==> src/rtl/regfile_bist_driver.sv <==
// regfile_bist_driver: two-pass write/readback march BIST sequencer for a
// 32 x 32-bit register file with two read ports.
//   Pass 0 writes SEED+i to every register, pass 1 writes ~(SEED+i); each
//   pass is read back through both ports (A walks up, B walks down) and
//   r0 is expected to read back as zero.
// Optional build macro: REGFILE_BIST_STOP_ON_FAIL_EN -- when defined the
//   run ends on the first mismatching compare instead of running to the end.
module regfile_bist_driver #(
  parameter logic [31:0] SEED     = 32'h1234_5678,
  parameter int          READ_LAT = 0
) (
  input  logic        clock,
  input  logic        reset,
  input  logic        start,
  output logic        test,
  output logic        t_ctrl_writeEnable,
  output logic [4:0]  t_ctrl_writeReg,
  output logic [4:0]  t_ctrl_readRegA,
  output logic [4:0]  t_ctrl_readRegB,
  output logic [31:0] t_data_writeReg,
  input  logic [31:0] t_data_readRegA,
  input  logic [31:0] t_data_readRegB,
  output logic        busy,
  output logic        done,
  output logic        pass,
  output logic [4:0]  fail_reg,
  output logic [31:0] fail_data,
  output logic [7:0]  err_count
);

  typedef enum logic [1:0] {S_IDLE, S_WRITE, S_READ, S_DONE} state_t;

  // last hold cycle of a read address; read data is compared in that cycle
  localparam logic [7:0] LAT_LAST = 8'(READ_LAT);

  state_t      state, state_nxt;
  logic [4:0]  idx;       // register index within the current pass
  logic        pass_idx;  // 0 = true pattern, 1 = inverted pattern
  logic [7:0]  lat_cnt;   // read-latency hold counter

  logic [4:0]  idx_b;
  logic [31:0] exp_a, exp_b;
  logic        sample, mis_a, mis_b, last_rd;
  logic [8:0]  err_sum;
  logic [7:0]  err_nxt;

  function automatic logic [31:0] pattern(input logic [4:0] r, input logic inv);
    logic [31:0] p;
    p = SEED + {27'd0, r};
    return inv ? ~p : p;
  endfunction

  // expected read values and compare results for the current read step
  always_comb begin
    idx_b   = 5'd31 - idx;
    exp_a   = (idx   == 5'd0) ? 32'd0 : pattern(idx,   pass_idx);
    exp_b   = (idx_b == 5'd0) ? 32'd0 : pattern(idx_b, pass_idx);
    sample  = (state == S_READ) && (lat_cnt == LAT_LAST);
    mis_a   = sample && (t_data_readRegA != exp_a);
    mis_b   = sample && (t_data_readRegB != exp_b);
    last_rd = sample && (idx == 5'd31);
    err_sum = {1'b0, err_count} + 9'(mis_a) + 9'(mis_b);
    err_nxt = err_sum[8] ? 8'hFF : err_sum[7:0];
  end

  // regfile drives decode straight from state/idx so phases abut with no bubble
  always_comb begin
    t_ctrl_writeEnable = 1'b0;
    t_ctrl_writeReg    = 5'd0;
    t_data_writeReg    = 32'd0;
    t_ctrl_readRegA    = 5'd0;
    t_ctrl_readRegB    = 5'd0;
    if (state == S_WRITE) begin
      t_ctrl_writeEnable = 1'b1;
      t_ctrl_writeReg    = idx;
      t_data_writeReg    = pattern(idx, pass_idx);
    end
    if (state == S_READ) begin
      t_ctrl_readRegA = idx;
      t_ctrl_readRegB = idx_b;
    end
  end

  // next-state decode
  always_comb begin
    state_nxt = state;
    case (state)
      S_IDLE:  if (start) state_nxt = S_WRITE;
      S_WRITE: if (idx == 5'd31) state_nxt = S_READ;
      S_READ: begin
        if (last_rd) state_nxt = pass_idx ? S_DONE : S_WRITE;
`ifdef REGFILE_BIST_STOP_ON_FAIL_EN
        if (mis_a || mis_b) state_nxt = S_DONE;
`endif
      end
      S_DONE:  if (!start) state_nxt = S_IDLE;
      default: state_nxt = S_IDLE;
    endcase
  end

  // state register
  always_ff @(posedge clock or negedge reset) begin
    if (!reset) state <= S_IDLE;
    else        state <= state_nxt;
  end

  // march counters, status flags and first-failure capture
  always_ff @(posedge clock or negedge reset) begin
    if (!reset) begin
      idx       <= 5'd0;
      pass_idx  <= 1'b0;
      lat_cnt   <= 8'd0;
      test      <= 1'b0;
      busy      <= 1'b0;
      done      <= 1'b0;
      pass      <= 1'b0;
      fail_reg  <= 5'd0;
      fail_data <= 32'd0;
      err_count <= 8'd0;
    end else begin
      case (state)
        S_IDLE: if (start) begin
          idx       <= 5'd0;
          pass_idx  <= 1'b0;
          lat_cnt   <= 8'd0;
          test      <= 1'b1;
          busy      <= 1'b1;
          done      <= 1'b0;
          pass      <= 1'b0;
          fail_reg  <= 5'd0;
          fail_data <= 32'd0;
          err_count <= 8'd0;
        end
        S_WRITE: begin
          idx     <= idx + 5'd1;  // wraps 31 -> 0 for the read phase
          lat_cnt <= 8'd0;
        end
        S_READ: begin
          if (sample) begin
            lat_cnt   <= 8'd0;
            idx       <= idx + 5'd1;
            err_count <= err_nxt;
            // err_count saturates and never returns to 0, so 0 means "no failure yet"
            if (err_count == 8'd0 && (mis_a || mis_b)) begin
              fail_reg  <= mis_a ? idx : idx_b;
              fail_data <= mis_a ? t_data_readRegA : t_data_readRegB;
            end
            if (last_rd) pass_idx <= 1'b1;
            if (state_nxt == S_DONE) begin
              test <= 1'b0;
              busy <= 1'b0;
              done <= 1'b1;
              pass <= (err_nxt == 8'd0);
            end
          end else begin
            lat_cnt <= lat_cnt + 8'd1;
          end
        end
        default: ;
      endcase
    end
  end

endmodule
==> config.mk <==
export PLATFORM = sky130hd
export DESIGN_NAME = regfile_bist_driver
export DESIGN_NICKNAME = d
export VERILOG_FILES = /design/src/rtl/regfile_bist_driver.sv
export SDC_FILE = /design/constraint.sdc
export NUM_CORES = 1
export LEC_CHECK = 0
export ABC_AREA = 1
export CORE_UTILIZATION = 25
export DETAILED_ROUTE_END_ITERATION = 12
export PLACE_DENSITY = 0.54
export SLEW_MARGIN = 20
export SYNTH_ARGS = -nofsm -noshare
export SYNTH_HDL_FRONTEND = slang
export SYNTH_SLANG_ARGS = --single-unit
==> constraint.sdc <==
create_clock -name clock -period 3.3 [get_ports clock]
set_input_delay 0.495 -clock clock [delete_from_list [all_inputs] [get_ports clock]]
set_output_delay 0.495 -clock clock [all_outputs]
set_load 0.05 [all_outputs]
; Word-level counts from Yosys, hierarchy flattened
; Cells that the tools add are included.
[totals]
ff_bits = 64
inputBits = 67
[classes]
add_sub_neg = 7
n_mux = 47
n_reduce_logical = 20
bitwise_logic = 2
eq_ne = 12
[op_table]
columns = operator, count
row1 = 32-bit 2-to-1 mux, 9
row2 = 32-bit inequality test, 2
row3 = 30-bit inverter with 32-bit output, 2
row4 = 32-bit one-hot mux with 2 select lines, 1
row5 = 29-bit by 5-bit adder with 30-bit output (first input constant), 2
row6 = 5-bit 2-to-1 mux, 8
row7 = 8-bit 2-to-1 mux, 4
row8 = 8-bit zero test, 3
row9 = 8-bit one-hot mux with 3 select lines, 1
row10 = 8-bit one-hot mux with 2 select lines, 1
row11 = 5-bit one-hot mux with 3 select lines, 1
row12 = 4-bit AND reduction, 3
row13 = 1-bit 2-to-1 mux, 11
row14 = 5-bit zero test, 2
row15 = 2-bit 2-to-1 mux, 5
row16 = 5-bit one-hot mux with 2 select lines, 1
row17 = 8-bit by 1-bit adder with 9-bit output, 1
row18 = 9-bit by 1-bit adder with 9-bit output, 1
row19 = 8-bit by 1-bit adder with 8-bit output (second input constant), 1
row20 = 1-bit one-hot mux with 2 select lines, 4
row21 = 2-bit one-hot mux with 4 select lines, 1
row22 = 2-bit == test (second input constant), 3
row23 = 2-bit inequality test (second input constant), 3
row24 = 3-bit AND reduction, 2
row25 = 11 further kinds, 16

; Longest topological paths before layout
[logic_depth]
word_depth = 13
mapped_depth = 28
depth_no_buf = 27

; Least setup slack after synthesis
; OpenSTA, ideal clock, no wires.
[synth_path]
kind = register to register
from = reg idx[1]
to = reg pass
path_buffers = 3
arrival_ps = 3468
period_less_slack_ps = 3534
path_stages_with_launch = 29
path_slack_ps = -234
cell_sequence = dfrtp_1 inv_1 ha_1 inv_1 nor2_2 nand2_4 buf_6 nand2_1 nand2_1 nand2_1 nand2_1 nor2_1 nand3_1 nand2_1 buf_4 buf_4 inv_1 fa_1 ha_1 nand3_1 nor3_1 nand3_1 inv_1 or2_2 inv_1 nand4_1 nor2_1 nand3_1 nand2_1
[synth_between]
elab_chain_cells = 13
word_cells_on_any_way = 30
cone_classes = add/sub: 5 / eq/ne: 5 / mux: 11 / bitwise: 2 / reduce/logical: 7
[synth_rtl]
columns = element, line_no
row1 = from (decl), 37  ; logic [4:0] idx;
row2 = from (signal assigned), 135  ; idx <= idx + 5'd1;
row3 = from (signal assigned), 141  ; idx <= idx + 5'd1;
row4 = 29-bit by 5-bit adder with 30-bit output / 5-bit subtractor (equally long branches), "49, 55"
row5 = 30-bit inverter with 32-bit output / 29-bit by 5-bit adder with 30-bit output (equally long branches), "50, 49"
row6 = 32-bit 2-to-1 mux / 30-bit inverter with 32-bit output (equally long branches), 50  ; return inv ? ~p : p;
row7 = 32-bit 2-to-1 mux (on tied branches), "56, 50"
row8 = 32-bit inequality test / 32-bit 2-to-1 mux (equally long branches), "59, 57"
row9 = 1-bit logical AND / 32-bit inequality test (equally long branches), "59, 60"
row10 = 8-bit by 1-bit adder with 9-bit output / 1-bit logical AND (equally long branches), "62, 60"
row11 = 9-bit by 1-bit adder with 9-bit output, 62  ; err_sum = {1'b0, err_count} + 9'(mis_a) + 9'(mis_b);
row12 = 8-bit 2-to-1 mux, 63  ; err_nxt = err_sum[8] ? 8'hFF : err_sum[7:0];
row13 = 8-bit zero test, 153  ; pass <= (err_nxt == 8'd0);
row14 = 1-bit 2-to-1 mux, 149  ; if (state_nxt == S_DONE) begin
row15 = 1-bit 2-to-1 mux, 139  ; if (sample) begin
row16 = 1-bit one-hot mux with 2 select lines, 121  ; case (state)
row17 = to (signal assigned), 153
row18 = to (decl), 25  ; output logic pass,
; Parallel ways exist; a longest one is shown, timed or not. The select of a mux whose other input is x is not followed.
; A chain may end at the register's enable or synchronous reset.

; Worst setup path after layout
; Same ends and word-level chain as after synthesis.

==> results.py <==
metrics = {
    "clock_tree": {
        "ctsLongestPathBuffers": 2,
        "cts_hold_buffers": 0,
        "cts.sinks": 64,
        "cts-buffers-inserted": 9,
        "cts_tree": "yes",
        "cts.reportedPaths.clkPinSlew_ns": 0.05,
        "root_buffer": "clkbuf_16",
        "htreeDepth": 3,
        "clk_latency_ns": 0.34,
    },
    "floorplanning": {
        "initial_core_util": 0.254,
        "die_area_sq_um": 22700,
        "core_area_sq_um": 21800,
        "die_w_um": 151,
        "io_pins": 164,
        "num_rows": 54,
        "die_h_um": 151,
    },
    "setup_path": {
        "path_buf_inv": 3,
        "critical_path.top_delay_family": "simple AND/OR/NAND/NOR gates",
        "start_kind": "flop",
        "worstPathCellList": "ha_4 > nand2_4 > nor2_4 > ha_1 > o21ai_0 > nand3_1 > a21oi_1 > nand2_1 > nor2_1 > nand3_1 > nand2_1 > inv_2 > fa_2 > ha_4 > nand3_4 > nor3_4 > nand3_2 > inv_2 > or2_4 > inv_2 > nand4_1 > nor2_1 > nand3_1 > nand2_1",
        "critPathMaxFanout": 3,
        "crit_required_ns": 3.58,
        "crit_path_top_delay_cell": "dfrtp_2",
        "max_stage_delay_ns": 0.43,
        "critPathKind": "reg -> reg",
        "end_kind": "flop",
        "cp_data_arrival_time_ns": 3.62,
    },
    "pwr": {
        "switching_share": 0.464,
        "p_clk_frac": 0.241,
        "p_int_mw": 2.00,
        "p_leak_nw": 4.38,
        "pwr-share-seq": 0.227,
        "p_per_area_nw_per_um2": 452,
        "pwr-share-comb": 0.532,
        "power.switching_mw": 1.73,
        "ir_worst_vdd_mv": 0.670,
        "total_power_mw": 3.72,
    },
    "timing": {
        "fin_crit_sh": 1.01,
        "rsz0062_at_grt": "true",
        "fmax_ghz": 0.300,
        "skew_ns": 0.00579,
        "slew_violations": 0,
        "tightest_slew_ns": 0.820,
        "relSlewSlack": 0.453,
        "layout_setup_ws_ns": -0.0363,
        "hold_violations": 0,
        "period_needed_ns": 3.34,
        "setup_viol": 1,
        "hold-worst-slack_ns": 0.244,
    },
    "cells_and_area": {
        "fin_cells": 1353,
        "largest_register_ffs": 32,
        "reg.largest.list": "fail_data (32), err_count (8), lat_cnt (8)",
        "multi_input_area_sq_um": 3160,
        "largest_register": "fail_data",
        "area_delta_synth_final_pct": 49.0,
        "ff_latch_area_sq_um": 1610,
        "drive_gt1_frac": 0.185,
        "nFillCells": 2352,
        "final_area_sq_um": 8230,
        "nets": 1149,
    },
    "synthesis": {
        "netlist_area_sq_um": 5520,
        "ys_ff_latch": 64,
        "yosysTopAreaCell": "dfrtp_1",
        "synth_fp_nets": 963,
        "synth_top_area_share": 0.290,
        "yosysSeqAreaShare": 0.290,
        "synth_area_leaders": "dfrtp_1 (29%), nand2_1 (22%), inv_1 (9.5%), nand3_1 (7.1%), nand3_2 (5.4%)",
        "synth.distinct_cells": 35,
        "avgSynthCellArea_sq_um": 6.26,
        "synth_cells": 882,
        "synth_warnings": 0,
    },
    "route": {
        "drt-wirelength-per-cell_um": 14.8,
        "drt_first_pass_iters": 5,
        "viasPerCell": 4.44,
        "wirelength_um": 20000,
        "ant_nets": 0,
        "drcViolationCount": 0,
        "drtIter0Drc": 313,
        "vias": 6012,
    },
    "place": {
        "io_buffers": 163,
        "dp_slack_ns": -0.423,
        "post-dp-hpwl_um": 14600,
        "placed_cell_area_sq_um": 7530,
        "dp.cells": 1307,
        "gp_congestion": 0.852,
    },
    "job": {
        "maxCapViolations": 0,
    },
    "global_routing": {
        "antenna_found_initial": 1,
        "grt_pass1_vias": 5837,
        "grt_max_degree": 44,
        "grt_overflow": 0,
        "grt_pass1_wl_um": 31200,
        "grt_usage": 0.181,
    },
    "hold_path": {
        "hp-class": "in -> async",
    },
    "status": {
        "status": "finished with violations",
        "violations": "negative setup slack",
    },
}
==> power by group through the flow <==
stage               Clock (mW)  Combinational, mW  Sequential (mW)
floorplan                    0               1.25            0.879
global placement             0               1.82            0.848
detailed placement           0               1.82            0.849
CTS                      0.926               1.95            0.845
global route             0.965               2.12            0.849
finish                   0.896               1.98            0.846
==> metal layers <==
layer  part of all wire  routed length (um)  up-vias  global-route usage
met5                  0                   0        -                   0
met4              0.011                 225        0              0.0485
met3              0.068                1360       17              0.0364
met2               0.47                9350      175               0.297
met1               0.45                9060     2757               0.240
li1                   -                   -     3063                   -
==> metrics by stage <==
step / setup TNS (ns) / util
floorplan: 0 / -
global placement: -1.76 / 0.346
detailed placement: -2.16 / 0.346
CTS: -0.0675 / 0.373
global route: -0.745 / 0.378
finish: -0.0363 / 0.378
==> layout by cell type (no fill, tap or decap), types with 2 or more instances in the layout <==
cell type / instances
clkbuf_8: 2
buf_4: 72
xor2_1: 2
inv_1: 131
clkbuf_16: 9
ha_1: 9
o21ai_1: 5
clkinv_2: 2
inv_2: 13
ha_4: 3
a21oi_1: 8
clkdlybuf4s50_1: 138
o211ai_1: 2
nor2_4: 8
nand2_4: 5
nor4_1: 2
nand2_2: 8
clkinv_1: 2
nand3_1: 75
o22ai_2: 4
dfrtp_1: 61
nor2_1: 59
buf_6: 10
o22ai_1: 3
buf_12: 12
o21ai_2: 3
nor3_1: 4
nand4_1: 11
o21ai_0: 22
nand2_1: 321
nand3_2: 32
nand3b_1: 14
dfrtp_2: 3
==> logic make-up (layout without fill, tap and decap cells) <==
logic type,count (synthesis),count (layout),share of synthesized area
AO/OA/AOI/OAI,49,49,0.0471
XOR/XNOR,4,4,0.00634
adder cells (fa/ha/maj),14,14,0.0331
buffers and inverters,207,396,0.176
flip-flops,64,64,0.290
other,0,1,0
AND/OR/NAND/NOR,544,545,0.448
==> cell type report <==
| class | count | share of cell area |
|---|---|---|
| Multi-Input combinational cell | 612 | 0.383 |
| Timing Repair Buffer | 233 | 0.277 |
| Sequential cell | 64 | 0.195 |
| Inverter | 148 | 0.0684 |
| Tap cell | 280 | 0.0426 |
| Clock buffer | 12 | 0.0312 |
| Clock inverter | 3 | 0.00213 |
| Antenna cell | 1 | 0.000304 |
==> timing repair <==
item	in CTS	in global routing
endpoints found under the setup margin	9	10
gates resized for setup	20	37
cloned	1	0
pin swaps	16	15
setup buffers	30	6
==> Yosys cell counts, drive strengths merged <==
cell and count:
clkbuf 7, o21ai 30, nor3b 1, a21oi 9
dfrtp 64, clkinv 2, nand4 11, nor3 5
nand2 333, or2 2, buf 52, inv 146
a31oi 1, xor2 3, fa 1, ha 13
nand3b 14, nand3 108, nor2 68, xnor2 1
nor4 2, o22ai 7, o211ai 2
==> final timing paths <==
kind | start | endpoint | slack, ns | cells after the start
hold / removal | reset | fail_data[23]$_DFFE_PN0P_ | 0.24 | 1
setup reg to reg | idx[1]$_DFFE_PN0P_ | pass$_DFFE_PN0P_ | -0.04 | 24
max in group asynchronous | reset | state[0]$_DFF_PN0_ | 2.39 | 2
setup / recovery | idx[1]$_DFFE_PN0P_ | pass$_DFFE_PN0P_ | -0.04 | 24
min in group clock | fail_reg[0]$_DFFE_PN0P_ | fail_reg[0]$_DFFE_PN0P_ | 0.47 | 2
hold reg to reg | fail_reg[0]$_DFFE_PN0P_ | fail_reg[0]$_DFFE_PN0P_ | 0.47 | 2
Note: power is estimated with default switching activity, not from simulation.
